[src/rtl/pipe_hazard_ctrl_pkg.sv]
// Shared definitions for the pipeline hazard/forwarding controller:
// forward-select codes, controller FSM states and default widths.
package pipe_hazard_ctrl_pkg;

  localparam int DEF_REG_AW = 5;
  localparam int LU_W       = 2;  // holds LOAD_USE_CYC-1 for LOAD_USE_CYC up to 3

  typedef enum logic [1:0] {
    FWD_RF  = 2'b00,
    FWD_EX  = 2'b01,
    FWD_MEM = 2'b10,
    FWD_WB  = 2'b11
  } fwd_e;

  typedef enum logic [1:0] {
    ST_RUN      = 2'b00,
    ST_LU_STALL = 2'b01,
    ST_D_WAIT   = 2'b10
  } state_e;

endpackage

[src/rtl/pipe_hazard_ctrl_fwd_select.sv]
// Priority match of one ID-stage source register against the EX/MEM/WB
// producers; reports per-stage hits and the EX>MEM>WB forward choice.
module fwd_select
  import pipe_hazard_ctrl_pkg::*;
#(
  parameter int REG_AW = DEF_REG_AW
) (
  input  logic [REG_AW-1:0] rs,
  input  logic              rs_used,
  input  logic [REG_AW-1:0] ex_rd,
  input  logic              ex_we,
  input  logic              ex_load,
  input  logic [REG_AW-1:0] mem_rd,
  input  logic              mem_we,
  input  logic [REG_AW-1:0] wb_rd,
  input  logic              wb_we,
  output fwd_e              sel,
  output logic              ex_hit,
  output logic              mem_hit,
  output logic              wb_hit
);

  logic live;

  // x0 is hardwired zero, so it never creates a dependency.
  assign live    = rs_used && (rs != '0);
  assign ex_hit  = live && ex_we  && (ex_rd  == rs);
  assign mem_hit = live && mem_we && (mem_rd == rs);
  assign wb_hit  = live && wb_we  && (wb_rd  == rs);

  // A load in EX has no data yet; it is covered by the load-use stall instead.
  always_comb begin
    sel = FWD_RF;
    if (ex_hit && !ex_load) sel = FWD_EX;
    else if (mem_hit)       sel = FWD_MEM;
    else if (wb_hit)        sel = FWD_WB;
  end

endmodule

[src/rtl/pipe_hazard_ctrl.sv]
// Hazard and forwarding controller for the 5-stage RV32I pipeline: stage
// enables, bubbles, flushes, ID forward selects and a stall-cycle counter.
module pipe_hazard_ctrl
  import pipe_hazard_ctrl_pkg::*;
#(
  parameter int REG_AW       = DEF_REG_AW,
  parameter int LOAD_USE_CYC = 1,
  parameter int FWD_EN       = 1,
  parameter int CNT_W        = 16
) (
  input  logic              clk,
  input  logic              rst,
  input  logic [REG_AW-1:0] id_rs1,
  input  logic [REG_AW-1:0] id_rs2,
  input  logic              id_use1,
  input  logic              id_use2,
  input  logic              id_redirect,
  input  logic [REG_AW-1:0] ex_rd,
  input  logic [REG_AW-1:0] mem_rd,
  input  logic [REG_AW-1:0] wb_rd,
  input  logic              ex_we,
  input  logic              mem_we,
  input  logic              wb_we,
  input  logic              ex_load,
  input  logic              imem_ready,
  input  logic              dmem_req,
  input  logic              dmem_ready,
  output logic              pc_en,
  output logic              if_id_en,
  output logic              id_ex_en,
  output logic              ex_mem_en,
  output logic              mem_wb_en,
  output logic              if_id_bubble,
  output logic              id_ex_bubble,
  output logic [1:0]        fwd_src1,
  output logic [1:0]        fwd_src2,
  output logic [CNT_W-1:0]  stall_cycles
);

  state_e            state_q, state_d, prior_q, prior_d, eff_state;
  logic [LU_W-1:0]   lu_cnt_q, lu_cnt_d;
  fwd_e              sel1, sel2;
  logic              ex_hit1, mem_hit1, wb_hit1, ex_hit2, mem_hit2, wb_hit2;
  logic              d_stall, lu_detect, any_hit, hz_stall;

  fwd_select #(.REG_AW(REG_AW)) u_fwd1 (
    .rs(id_rs1), .rs_used(id_use1), .ex_rd(ex_rd), .ex_we(ex_we), .ex_load(ex_load),
    .mem_rd(mem_rd), .mem_we(mem_we), .wb_rd(wb_rd), .wb_we(wb_we),
    .sel(sel1), .ex_hit(ex_hit1), .mem_hit(mem_hit1), .wb_hit(wb_hit1)
  );

  fwd_select #(.REG_AW(REG_AW)) u_fwd2 (
    .rs(id_rs2), .rs_used(id_use2), .ex_rd(ex_rd), .ex_we(ex_we), .ex_load(ex_load),
    .mem_rd(mem_rd), .mem_we(mem_we), .wb_rd(wb_rd), .wb_we(wb_we),
    .sel(sel2), .ex_hit(ex_hit2), .mem_hit(mem_hit2), .wb_hit(wb_hit2)
  );

  assign d_stall   = dmem_req && !dmem_ready;
  assign lu_detect = ex_load && (ex_hit1 || ex_hit2);
  assign any_hit   = ex_hit1 || mem_hit1 || wb_hit1 || ex_hit2 || mem_hit2 || wb_hit2;
  // D_WAIT is a freeze: once memory answers, the frozen state resumes that cycle.
  assign eff_state = (state_q == ST_D_WAIT) ? prior_q : state_q;

  always_comb begin
    // NOTE: every variable gets a default first so no path can infer a latch.
    state_d      = state_q;
    prior_d      = prior_q;
    lu_cnt_d     = lu_cnt_q;
    hz_stall     = 1'b0;
    pc_en        = 1'b1;
    if_id_en     = 1'b1;
    id_ex_en     = 1'b1;
    ex_mem_en    = 1'b1;
    mem_wb_en    = 1'b1;
    if_id_bubble = 1'b0;
    id_ex_bubble = 1'b0;
    fwd_src1     = (FWD_EN != 0) ? sel1 : FWD_RF;
    fwd_src2     = (FWD_EN != 0) ? sel2 : FWD_RF;

    if (rst) begin
      fwd_src1 = FWD_RF;
      fwd_src2 = FWD_RF;
    end else if (d_stall) begin
      pc_en     = 1'b0;
      if_id_en  = 1'b0;
      id_ex_en  = 1'b0;
      ex_mem_en = 1'b0;
      mem_wb_en = 1'b0;
      state_d   = ST_D_WAIT;
      prior_d   = eff_state;
    end else begin
      state_d = ST_RUN;
      if (FWD_EN == 0) begin
        hz_stall = any_hit;
      end else if (eff_state == ST_LU_STALL) begin
        hz_stall = 1'b1;
        lu_cnt_d = lu_cnt_q - 1'b1;
        if (lu_cnt_d != '0) state_d = ST_LU_STALL;
      end else if (lu_detect) begin
        // The detect cycle is the first bubble; LU_STALL supplies the rest.
        hz_stall = 1'b1;
        if (LOAD_USE_CYC > 1) begin
          state_d  = ST_LU_STALL;
          lu_cnt_d = LU_W'(LOAD_USE_CYC - 1);
        end
      end

      if (hz_stall) begin
        pc_en        = 1'b0;
        if_id_en     = 1'b0;
        id_ex_bubble = 1'b1;
      end else begin
        pc_en        = imem_ready || id_redirect;
        if_id_bubble = !imem_ready || id_redirect;
      end
    end
  end

  always_ff @(posedge clk) begin
    if (rst) begin
      state_q      <= ST_RUN;
      prior_q      <= ST_RUN;
      lu_cnt_q     <= '0;
      stall_cycles <= '0;
    end else begin
      // NOTE: state registers use non-blocking assignments so every flop samples pre-edge values.
      state_q  <= state_d;
      prior_q  <= prior_d;
      lu_cnt_q <= lu_cnt_d;
      if (!pc_en && (stall_cycles != '1)) stall_cycles <= stall_cycles + 1'b1;
    end
  end

endmodule

[config.mk]
export PLATFORM = sky130hd
export DESIGN_NAME = pipe_hazard_ctrl
export DESIGN_NICKNAME = d
export VERILOG_FILES = /design/src/rtl/pipe_hazard_ctrl_pkg.sv /design/src/rtl/pipe_hazard_ctrl_fwd_select.sv /design/src/rtl/pipe_hazard_ctrl.sv
export SDC_FILE = /design/constraint.sdc
export NUM_CORES = 1
export LEC_CHECK = 0
export CORE_ASPECT_RATIO = 0.6
export CORE_MARGIN = 8
export CORE_UTILIZATION = 47
export DETAILED_ROUTE_END_ITERATION = 8
export PLACE_DENSITY = 0.86
export REMOVE_ABC_BUFFERS = 1
export SKIP_LAST_GASP = 1
export SYNTH_ARGS = -nofsm -noshare
export SYNTH_HDL_FRONTEND = slang
export SYNTH_SLANG_ARGS = --single-unit
[constraint.sdc]
create_clock -name clk -period 4.1 [get_ports clk]
set_input_delay 1.025 -clock clk [delete_from_list [all_inputs] [get_ports clk]]
set_output_delay 1.025 -clock clk [all_outputs]
set_load 0.01 [all_outputs]
Word-level counts from Yosys, hierarchy flattened
Index checks and enable logic that the tools add are counted.

Add/subtract/negate cells: 2. Equal/unequal tests: 9. Mux-type cells: 30. Bitwise operators: 2. Reductions and logical operators: 31.

Operators by type and width (count): equality test 5 bit (6); two-way mux 1 bit (20); two-way mux 2 bit (10); logical AND 1 bit (19); adder 16 x 1 -> 16 bit (second input constant) (1); != test 16 bit (second input constant) (1); nonzero test 5 bit (2); zero test 1 bit (4); logical OR 1 bit (3); OR reduction 3 bit (1); equality test 2 x 1 -> 1 bit (second input constant) (1); equality test 2 bit (second input constant) (1); inverter 1 bit (2); AND reduction 2 bit (1); nonzero test 2 bit (1); subtractor 2 x 1 -> 2 bit (second input constant) (1).

Register bits: 22. Bits of input ports: 37. Output and inout bits: 27. Word-level logic and storage cells: 79.

Longest topological paths before layout
Word-level depth: 15. Mapped depth: 9.

Modules after synthesis
A second synthesis with hierarchy kept.

Cells, all modules: 193. Area total of the unflattened synthesis: 1761.7 µm².

Modules (own cells, without submodules): pipe_hazard_ctrl (instances 1, cells an instance 133, area an instance 1261.2 µm²); fwd_select (instances 2, cells an instance 30, area an instance 250.2 µm²).

Least setup slack after synthesis
Ideal clock, no wire load.

Kind: input to output. Start point: input port id_rs1[0]. End point: output port if_id_bubble. Data arrival time: 2.667 ns. Required time: 3.075 ns. Slack: 0.408 ns. Cell stages on the path: 6. Path buffers: 0. Path through: or4_1 o21ai_2 nand4b_1 a21bo_4 nand2_1 a2111oi_1.

Word-level cells in the longest chain between the ends: 13.

RTL lines: start, declared (line pipe_hazard_ctrl.sv:13) `input logic [REG_AW-1:0] id_rs1,`; nonzero test 5 bit (line pipe_hazard_ctrl_fwd_select.sv:26) `assign live = rs_used && (rs != '0);`; logical AND 1 bit (line pipe_hazard_ctrl_fwd_select.sv:26); logical AND 1 bit (line pipe_hazard_ctrl_fwd_select.sv:27) `assign ex_hit = live && ex_we && (ex_rd == rs);`; logical AND 1 bit * (line pipe_hazard_ctrl_fwd_select.sv:27); logical OR 1 bit * (line pipe_hazard_ctrl.sv:59) `assign lu_detect = ex_load && (ex_hit1 || ex_hit2);`; logical AND 1 bit * (line pipe_hazard_ctrl.sv:59); two-way mux 1 bit * (line pipe_hazard_ctrl.sv:99) `end else if (lu_detect) begin`; two-way mux 1 bit * (line pipe_hazard_ctrl.sv:95) `end else if (eff_state == ST_LU_STALL) begin`; two-way mux 1 bit * (line pipe_hazard_ctrl.sv:83) `end else if (d_stall) begin`; two-way mux 1 bit * (line pipe_hazard_ctrl.sv:80) `if (rst) begin`; two-way mux 1 bit * (line pipe_hazard_ctrl.sv:108) `if (hz_stall) begin`; two-way mux 1 bit * (line pipe_hazard_ctrl.sv:83); two-way mux 1 bit * (line pipe_hazard_ctrl.sv:80); end, declared (line pipe_hazard_ctrl.sv:33) `output logic if_id_bubble,`.

Every way passes the cells marked *; elsewhere a longest branch is shown, timed or not. The select of a mux whose other input is x is not followed.

Worst setup path in the final report
Same ends and word-level chain as after synthesis.

==> out/qor.yml <==
critical_path:
  worstSetupEndpointType: "primary output"
  setup.worst_path.class: "in -> out"
  crit_family: "simple AND/OR/NAND/NOR gates"
  crit_arrival_ns: 3.22
  cp.required_ns: 3.07
  worst_setup_path_start_kind: "input port"
  path_buf_inv: 3
  slowest_stage: "or4_4"
  cpPeakStageDelay_ns: 0.55
  crit_chain: "clkdlybuf4s50_1, or4_4, o21ai_2, nand4b_1, buf_4, a21bo_4, nand2_2, a2111oi_4, buf_2"
  cp_max_fo: 4
synthesis:
  synth_area_um2: 1610
  yosysSeqAreaShare_pct: 27.3
  syn_avg_cell_area_um2: 8.44
  postSynthCellCount: 191
  synth-seq-cells: 22
  yosysWarnings: 0
  synth_cell_types: 44
power:
  pwr-share-comb_pct: 29.2
  peakVddDrop_uv: 171
  sequentialPowerShare_pct: 44.0
  power.internal_mw: 0.362
  p_sw_mw: 0.138
  power.density_nw_per_um2: 199
  p_total_mw: 0.500
  p_leak_nw: 1.02
  swShare_pct: 27.6
  power_frac_clock_pct: 26.8
drt:
  viasPerCell: 5.41
  wl_um: 5740
  drc: 0
  vias: 1730
  dr.pass1.iters: 4
  drt_iter0_drc: 149
  routedWlPerCell_um: 17.9
  ant_nets: 0
finish:
  final_layout_size_suffix_gt1_share_pct: 20.4
  fin_nets: 316
  final_util_pct: 77.2
  syn_to_final_growth_pct: 56.2
  mostFrequentLayoutCells: "clkdlybuf4s50_1, buf_4, xor2_1, nor2_1, dfxtp_1"
  layout.cells.non_filler: 320
  finalInstanceArea_um2: 2520
  num-fill-cells: 227
  layout_commonest_cell: "clkdlybuf4s50_1"
  diodes: 0
timing:
  slew_headroom_pct: 55.7
  rsz0062_at_grt: "yes"
  timing.fmax_mhz: 236
  timing_hold_violations_final: 0
  tightestPinTransition_ns: 0.664
  report.final.slew_viol_count: 0
  period_minus_slack_ns: 4.24
  setup_slack_ns: -0.144
  fin_worst_skew_ns: 0.00248
  timing.final.crit_share_pct: 104
  setup_viol: 1
global_route:
  grt_usage_pct: 19.2
  overflow: 0
  grt_pass1_vias: 1665
  antenna_found_initial: 0
  grt_max_degree: 17
  grt_pass1_wl_um: 8510
status:
  violations: "negative setup slack"
  status: "complete, but fails checks"
min_path:
  hp-class: "reg -> reg"
placed_design:
  routabilityCongestion: 0.957
  io_buffers: 63
  pre_cts_ws_ns: -0.542
  place_area_um2: 2440
  hpwl_um: 4620
  dp.cells: 316
clocking:
  cts_tree: "built"
  htreeDepth: 1
  worstSkewPairLatency_ns: 0.26
  cts_buffer_depth: 2
  hold_buffers: 0
  clk_pin_slew_ns: 0.08
  numCtsBuffers: 3
  cts-root-buf: "clkbuf_8"
  cts_sinks: 22
floorplanning:
  initial_core_util_pct: 49.4
  coreArea_um2: 3260
  ioPinCount: 64
  die_h_um: 61.4
  die_area_um2: 5620
  num_rows: 16
  die_w_um: 91.6
job:
  max-cap-violations: 0
Yosys cell counts (all sizes together):
library cell / n / area share (%)
or3: 1 / 0.39
clkbuf: 5 / 1.2
a21bo: 1 / 1.0
mux2: 5 / 4.2
xnor2: 14 / 7.6
nor2: 24 / 5.6
nor2b: 6 / 2.3
nand4b: 3 / 1.6
a211oi: 4 / 1.9
inv: 7 / 1.6
nand2b: 1 / 0.39
nor4: 6 / 2.3
o211ai: 2 / 0.93
nor3b: 2 / 0.93
a2111oi: 1 / 0.62
ha: 2 / 1.6
a31o: 1 / 0.54
or2: 2 / 0.78
and3: 4 / 1.6
mux2i: 3 / 1.9
or4: 2 / 1.2
dfxtp: 22 / 27
xor2: 23 / 12
and4: 4 / 2.3
nor4bb: 1 / 0.62
o21ai: 6 / 2.3
nand4: 3 / 1.2
a21boi: 1 / 0.47
o211a: 2 / 1.2
a21oi: 10 / 4.0
nand3: 13 / 4.0
nand2: 4 / 0.93
buf: 3 / 1.6
o21bai: 1 / 0.47
a21o: 2 / 1.0
metal layers:
metal  GRT usage (%)  vias up  share of wire (%)
met3            5.11        4                5.7
met5               0        -                  0
met2            32.2       54                 47
li1                -      844                  -
met1            24.8      828                 47
met4            2.77        0               0.66
layout make-up:
type	count	area (um^2)	share of cell area, %
Multi-Input combinational cell	154	1150	45.7
Timing Repair Buffer	89	803	31.9
Sequential cell	22	440	17.5
Tap cell	45	56.3	2.24
Clock buffer	3	41.3	1.64
Inverter	7	26.3	1.04
kinds of logic (layout without fill, tap and decap cells):
| kind of cell | count (synthesis) | in the layout | share of synthesized area, % |
|---|---|---|---|
| multiplexers | 8 | 8 | 6.05 |
| adder cells (fa/ha/maj) | 2 | 2 | 1.55 |
| flip-flops | 22 | 22 | 27.3 |
| AO/OA/AOI/OAI | 31 | 31 | 14.5 |
| AND/OR/NAND/NOR | 76 | 76 | 26.1 |
| buffers and inverters | 15 | 99 | 4.42 |
| XOR/XNOR | 37 | 37 | 20.1 |
worst paths after layout:
path	start	endpoint	slack [ns]	cells after the start
worst min register to register	prior_q[0]	prior_q[0]	0.48	2
worst max-delay path	id_rs1[0]	if_id_bubble	-0.14	9
worst max register to register	stall_cycles[0]	stall_cycles[9]	1.83	8
worst min-delay path	prior_q[0]	prior_q[0]	0.48	2
sequential cells by signal, summed over array words and instances, names as in the netlist:
register / flops
stall_cycles: 16
lu_cnt_q: 2
prior_q: 2
state_q: 2
worst min-delay path, cell delays in order (launching register included):
cell,delay (ns)
dfxtp_1,0.31
o21ai_0,0.06
a21oi_1,0.07
power by group through the flow:
stage	Combinational, mW	Sequential (mW)	Clock (mW)
floorplan	0.0455	0.226	0
global route	0.154	0.221	0.145
detailed placement	0.139	0.225	0
finish	0.146	0.220	0.134
global placement	0.136	0.225	0
CTS	0.139	0.220	0.134
through the flow:
stage          TNS, ns  hold WS (ns)
2_1_floorplan        0         0.442
6_report        -0.144         0.483
5_1_grt         -0.337         0.494
4_1_cts         -0.359         0.481
3_5_place_dp     -2.16         0.468
3_3_place_gp     -1.46         0.471
timing repair:
action | CTS | global route
pin swaps | 3 | 5
buffers inserted | 0 | 1
setup endpoints to repair | 8 | 7
resized for setup | 8 | 22
No activity file was read; power rests on OpenSTA's default activity.
==> patch 1 (same settings) <==
Change the package constant `DEF_REG_AW` from 5 to 6.
--- a/src/rtl/pipe_hazard_ctrl_pkg.sv
+++ b/src/rtl/pipe_hazard_ctrl_pkg.sv
@@ -2,7 +2,7 @@
 // forward-select codes, controller FSM states and default widths.
 package pipe_hazard_ctrl_pkg;
 
-  localparam int DEF_REG_AW = 5;
+  localparam int DEF_REG_AW = 6;
   localparam int LU_W       = 2;  // holds LOAD_USE_CYC-1 for LOAD_USE_CYC up to 3
 
   typedef enum logic [1:0] {
Interface: changed (5 resized); port bits go from 64 to 69. The function was not compared with the original's and may differ.
==> patch 1 against the original RTL <==
- sequential share of layout area shrank 0.25 points
- core utilization shrank 0.30 points
- synthesized area grew 3.0%
- sequential cell count is the same
- the flow still finishes with violations (negative setup slack)
- worst setup slack gained 0.064 ns
- largest cell class unchanged
- power grew 5.6%
- design area grew 1.4%
- largest power group unchanged
- wire length grew 7.3%
==> patch 1: results (changes against the original RTL) <==
status = complete, but fails checks
failing checks = negative setup slack
VDD IR-drop max = 0.157 mV (-8.4%)
Routed wire per std cell = 18.7 um (+4.1%)
hold depth = 2 (unchanged)
largest fanout on the critical path = 3 (-1)
Lkg Pwr = 0.940 nW (-7.4%)
slack of the critical path = -0.0801 ns (+0.0637 ns)
share of cells above drive strength 1 = 15.8% (-4.6 points)
Worst slew margin = 63.3% (+7.7 points)
Final Skew = 0.00942 ns (+0.00694 ns)
Post-DP HPWL = 5010 um (+8.5%)
First DRT Iteration DRCs = 132 (-11%)
setup total negative slack = -0.0801 ns (+0.0637 ns)
XOR/XNOR Fraction of Synth Area = 20.0% (-0.063 points)
first-pass GRT wire length = 9680 um (+14%)
Netlist cell types = 47 (+6.8%)
GPL Wtd Cong = 0.900 (-6.0%)
largest net degree at the start of global routing = 27 (+10)
Placed Area = 2500 sq um (+2.5%)
via count = 1,925 (+11%)
Post-Synth Adder-Cell Area = 1.51% (-0.046 points)
multiplexer share of the synthesized area = 3.54% (-2.5 points)
ranking of synthesized cells by instance count = xnor2_1, dfxtp_1, a21oi_1, nor2_1
Buffers on Ports = 68 (+7.9%)
Fillers = 264 (+16%)
drt first pass iters = 5 (+1)
vias in the first global route = 1,839 (+10%)
placed instance count = 326 (+3.2%)
Post-Route WL = 6160 um (+7.3%)
P_sw = 0.142 mW (+3.3%)
synth top area cells = dfxtp_1, xnor2_1, a21oi_1, nand4_1, nor2_1
Synth Area in Compound Gates = 16.5% (+2.0 points)
Reg2Reg Depth = 6 (-2)
# setup viols final = 1 (unchanged)
GRT Total Usage = 21.8% (+2.6 points)
Largest register FFs = 16 (unchanged)
Seq/Total Area, Yosys = 26.5% (-0.80 points)
## patch 1: cell types whose count changed after synthesis, moves of 7 or more
cell and change:
a21oi_1 +7, nand2_1 +7, nand4_1 +8, nor2_1 -9
xnor2_1 +21, xor2_1 -20
## patch 1: power by group through the flow
| stage | Sequential (mW) | Combinational, mW | Clock (mW) |
|---|---|---|---|
| floorplan | 0.223 | 0.0545 | 0 |
| global placement | 0.223 | 0.144 | 0 |
| detailed placement | 0.223 | 0.149 | 0 |
| CTS | 0.218 | 0.150 | 0.158 |
| global route | 0.219 | 0.163 | 0.167 |
| finish | 0.218 | 0.152 | 0.157 |
## patch 1: through the flow
step | hold slack, ns | setup slack [ns]
final | 0.486 | -0.0801
after global routing | 0.512 | -0.130
after CTS | 0.477 | -0.156
after detailed placement | 0.466 | -0.446
after global placement | 0.459 | -0.360
after floorplan | 0.442 | 0.330
## patch 1: final cells by class
class                           instances  area [sq um]  share of cell area [%]
Tap cell                               45          56.3                    2.20
Clock buffer                            4          55.1                    2.15
Multi-Input combinational cell        166          1190                    46.6
Sequential cell                        22           440                    17.2
Inverter                                7          26.3                    1.03
Timing Repair Buffer                   86           787                    30.8
## patch 1: path summary, 6_finish.rpt
path | endpoint | slack (ns)
max reg2reg | stall_cycles[15]$_SDFFE_PP0P_ | 2.01
max | if_id_bubble | -0.08
min | prior_q[0]$_SDFFE_PP0P_ | 0.49
min reg2reg | prior_q[0]$_SDFFE_PP0P_ | 0.49
## patch 1: critical path, delay by kind of cell
kind                   cells  cell delay (ns)
AND/OR/NAND/NOR            3             0.85
buffers and inverters      2             0.65
AO/OA/AOI/OAI              2             0.63
## patch 1: cells by family (layout without fill, tap and decap cells)
group           after synthesis  count (layout)
compound gates               38              38
xor+xnor                     38              38
fa+ha+maj                     2               2
buf+inv                      13              97
flops                        22              22
mux                           5               5
simple gates                 83              83
## patch 1: repair_timing
item                                   CTS  global route
gates resized for setup                 13            19
hold buffers                             0             0
pin swaps                                0             2
endpoints found under the hold margin    0             0
setup endpoints to repair                8             7
## patch 1: layer usage
metal	vias to the layer above	global-route usage (%)	wire length, um
met5	-	0	0
li1	912	-	-
met3	6	6.59	615
met4	0	3.41	41
met1	918	27.6	2670
met2	89	36.5	2840
==> patch 2 (same settings) <==
Without the edit above. Reset style: asynchronous (`rst`), changed in one clocked block.
--- a/src/rtl/pipe_hazard_ctrl.sv
+++ b/src/rtl/pipe_hazard_ctrl.sv
@@ -116,7 +116,7 @@
     end
   end
 
-  always_ff @(posedge clk) begin
+  always_ff @(posedge clk or posedge rst) begin
     if (rst) begin
       state_q      <= ST_RUN;
       prior_q      <= ST_RUN;
Behaviour: differs if rst is asserted again (counterexample within 4 cycles, from zero or initial values and one cycle with rst high); with rst held inactive, the same outputs for 10 cycles.
==> patch 2 against the original RTL <==
- the run still ends with negative setup slack left
- synthesized area increased by 3.0%
- non-clock buffer count grew 6
- count of clock-buffer cells in the layout did not move
- via count fell by 2.8%
- worst setup slack improved by 0.099 ns
- fmax grew 2.4%
- global-route usage fell by 0.82 points
- sequential cell count did not move
- wire length shrank 2.9%
- design area is 5.0% higher
- sequential share of layout area up 3.3 points
- largest cell class unchanged
Power is not compared: it rests on default switching activity, and its combinational part moved more than twofold at a synthesized area within 25%.
==> patch 2: results (changes against the original RTL) <==
first-pass GRT wire length = 8300 um (-2.5%)
largest fanout on the critical path = 2 (-2)
hold depth = 1 (-1)
CP arrival = 3.12 ns (-0.10 ns)
Seq/Total Area, Yosys = 33.1% (+5.8 points)
Final Skew = 0.00512 ns (+0.00263 ns)
multiplexer share of the synthesized area = 0.904% (-5.1 points)
ranking of synthesized cells by instance count = xor2_1, dfrtp_1, nand2_1, xnor2_1, a21oi_1
Placed Area = 2540 sq um (+4.0%)
via count = 1,682 (-2.8%)
Routed wire per std cell = 17.6 um (-1.7%)
Reg2Reg Depth = 7 (-1)
failing checks = negative setup slack
largest net degree at the start of global routing = 26 (+9)
First DRT Iteration DRCs = 91 (-39%)
share of cells above drive strength 1 = 24.0% (+3.6 points)
Max Root-Sink Buffers = 2 (unchanged)
status = complete, but fails checks
Post-Synth Adder-Cell Area = 1.51% (-0.046 points)
GRT Total Usage = 18.4% (-0.82 points)
synth top area cells = dfrtp_1, xor2_1, xnor2_1, nand2_1, nor3_2
worst slack, placed = -0.386 ns (+0.156 ns)
setup total negative slack = -0.0450 ns (+0.0987 ns)
Synth Area in Compound Gates = 10.8% (-3.7 points)
placed instance count = 310 (-1.9%)
# setup viols final = 1 (unchanged)
Netlist cell types = 42 (-4.5%)
slack of the critical path = -0.0450 ns (+0.0987 ns)
Mapped Cells = 177 (-7.3%)
ys flop type = dfrtp_1
Buffers on Ports = 63 (unchanged)
Largest stage delay, worst path = 0.57 ns (+0.02 ns)
Vias/cell = 5.32 (-1.5%)
Post-DP HPWL = 4260 um (-7.7%)
Worst-Margin Slew = 0.563 ns (-0.101 ns)
patch 2: routing by layer:
layer / up-vias / global-route usage [%] / part of all wire (%)
met3: 3 / 3.84 / 5.7
met4: 0 / 2.73 / 0.29
met1: 818 / 25.3 / 49
met2: 48 / 29.6 / 45
met5: - / 0 / 0
li1: 813 / - / -
patch 2: final timing paths:
kind / startpoint / to / slack, ns
max reg2reg: stall_cycles[0]$_DFFE_PP0P_ / stall_cycles[1]$_DFFE_PP0P_ / 1.89
min reg2reg: lu_cnt_q[0]$_DFFE_PP0P_ / lu_cnt_q[0]$_DFFE_PP0P_ / 0.51
min: lu_cnt_q[0]$_DFFE_PP0P_ / lu_cnt_q[0]$_DFFE_PP0P_ / 0.51
max: id_rs1[0] / if_id_bubble / -0.05
min in group asynchronous: rst / prior_q[1]$_DFFE_PP0P_ / 1.37
max in group asynchronous: rst / stall_cycles[4]$_DFFE_PP0P_ / 2.50
patch 2: layout make-up:
type | instances | area [sq um]
clock buffer | 3 | 41.3
tap | 45 | 56.3
clock inverter | 1 | 30.0
inverter | 6 | 22.5
multi-input combinational | 144 | 1100
timing repair buffer | 95 | 848
sequential | 22 | 551
fill | 211 | 678
patch 2: timing repair:
action	4_1_cts	5_1_grt
setup endpoints to repair	8	5
pin swaps	4	2
hold endpoints to repair	0	0
setup buffers	1	1
resized for setup	16	13
patch 2: worst reg2reg max path, delay by kind of cell, from the launching register on:
| family | cells | cell delay [ns] |
|---|---|---|
| fa+ha+maj | 1 | 0.19 |
| simple gates | 5 | 1.19 |
| mux | 1 | 0.30 |
| flops | 1 | 0.42 |
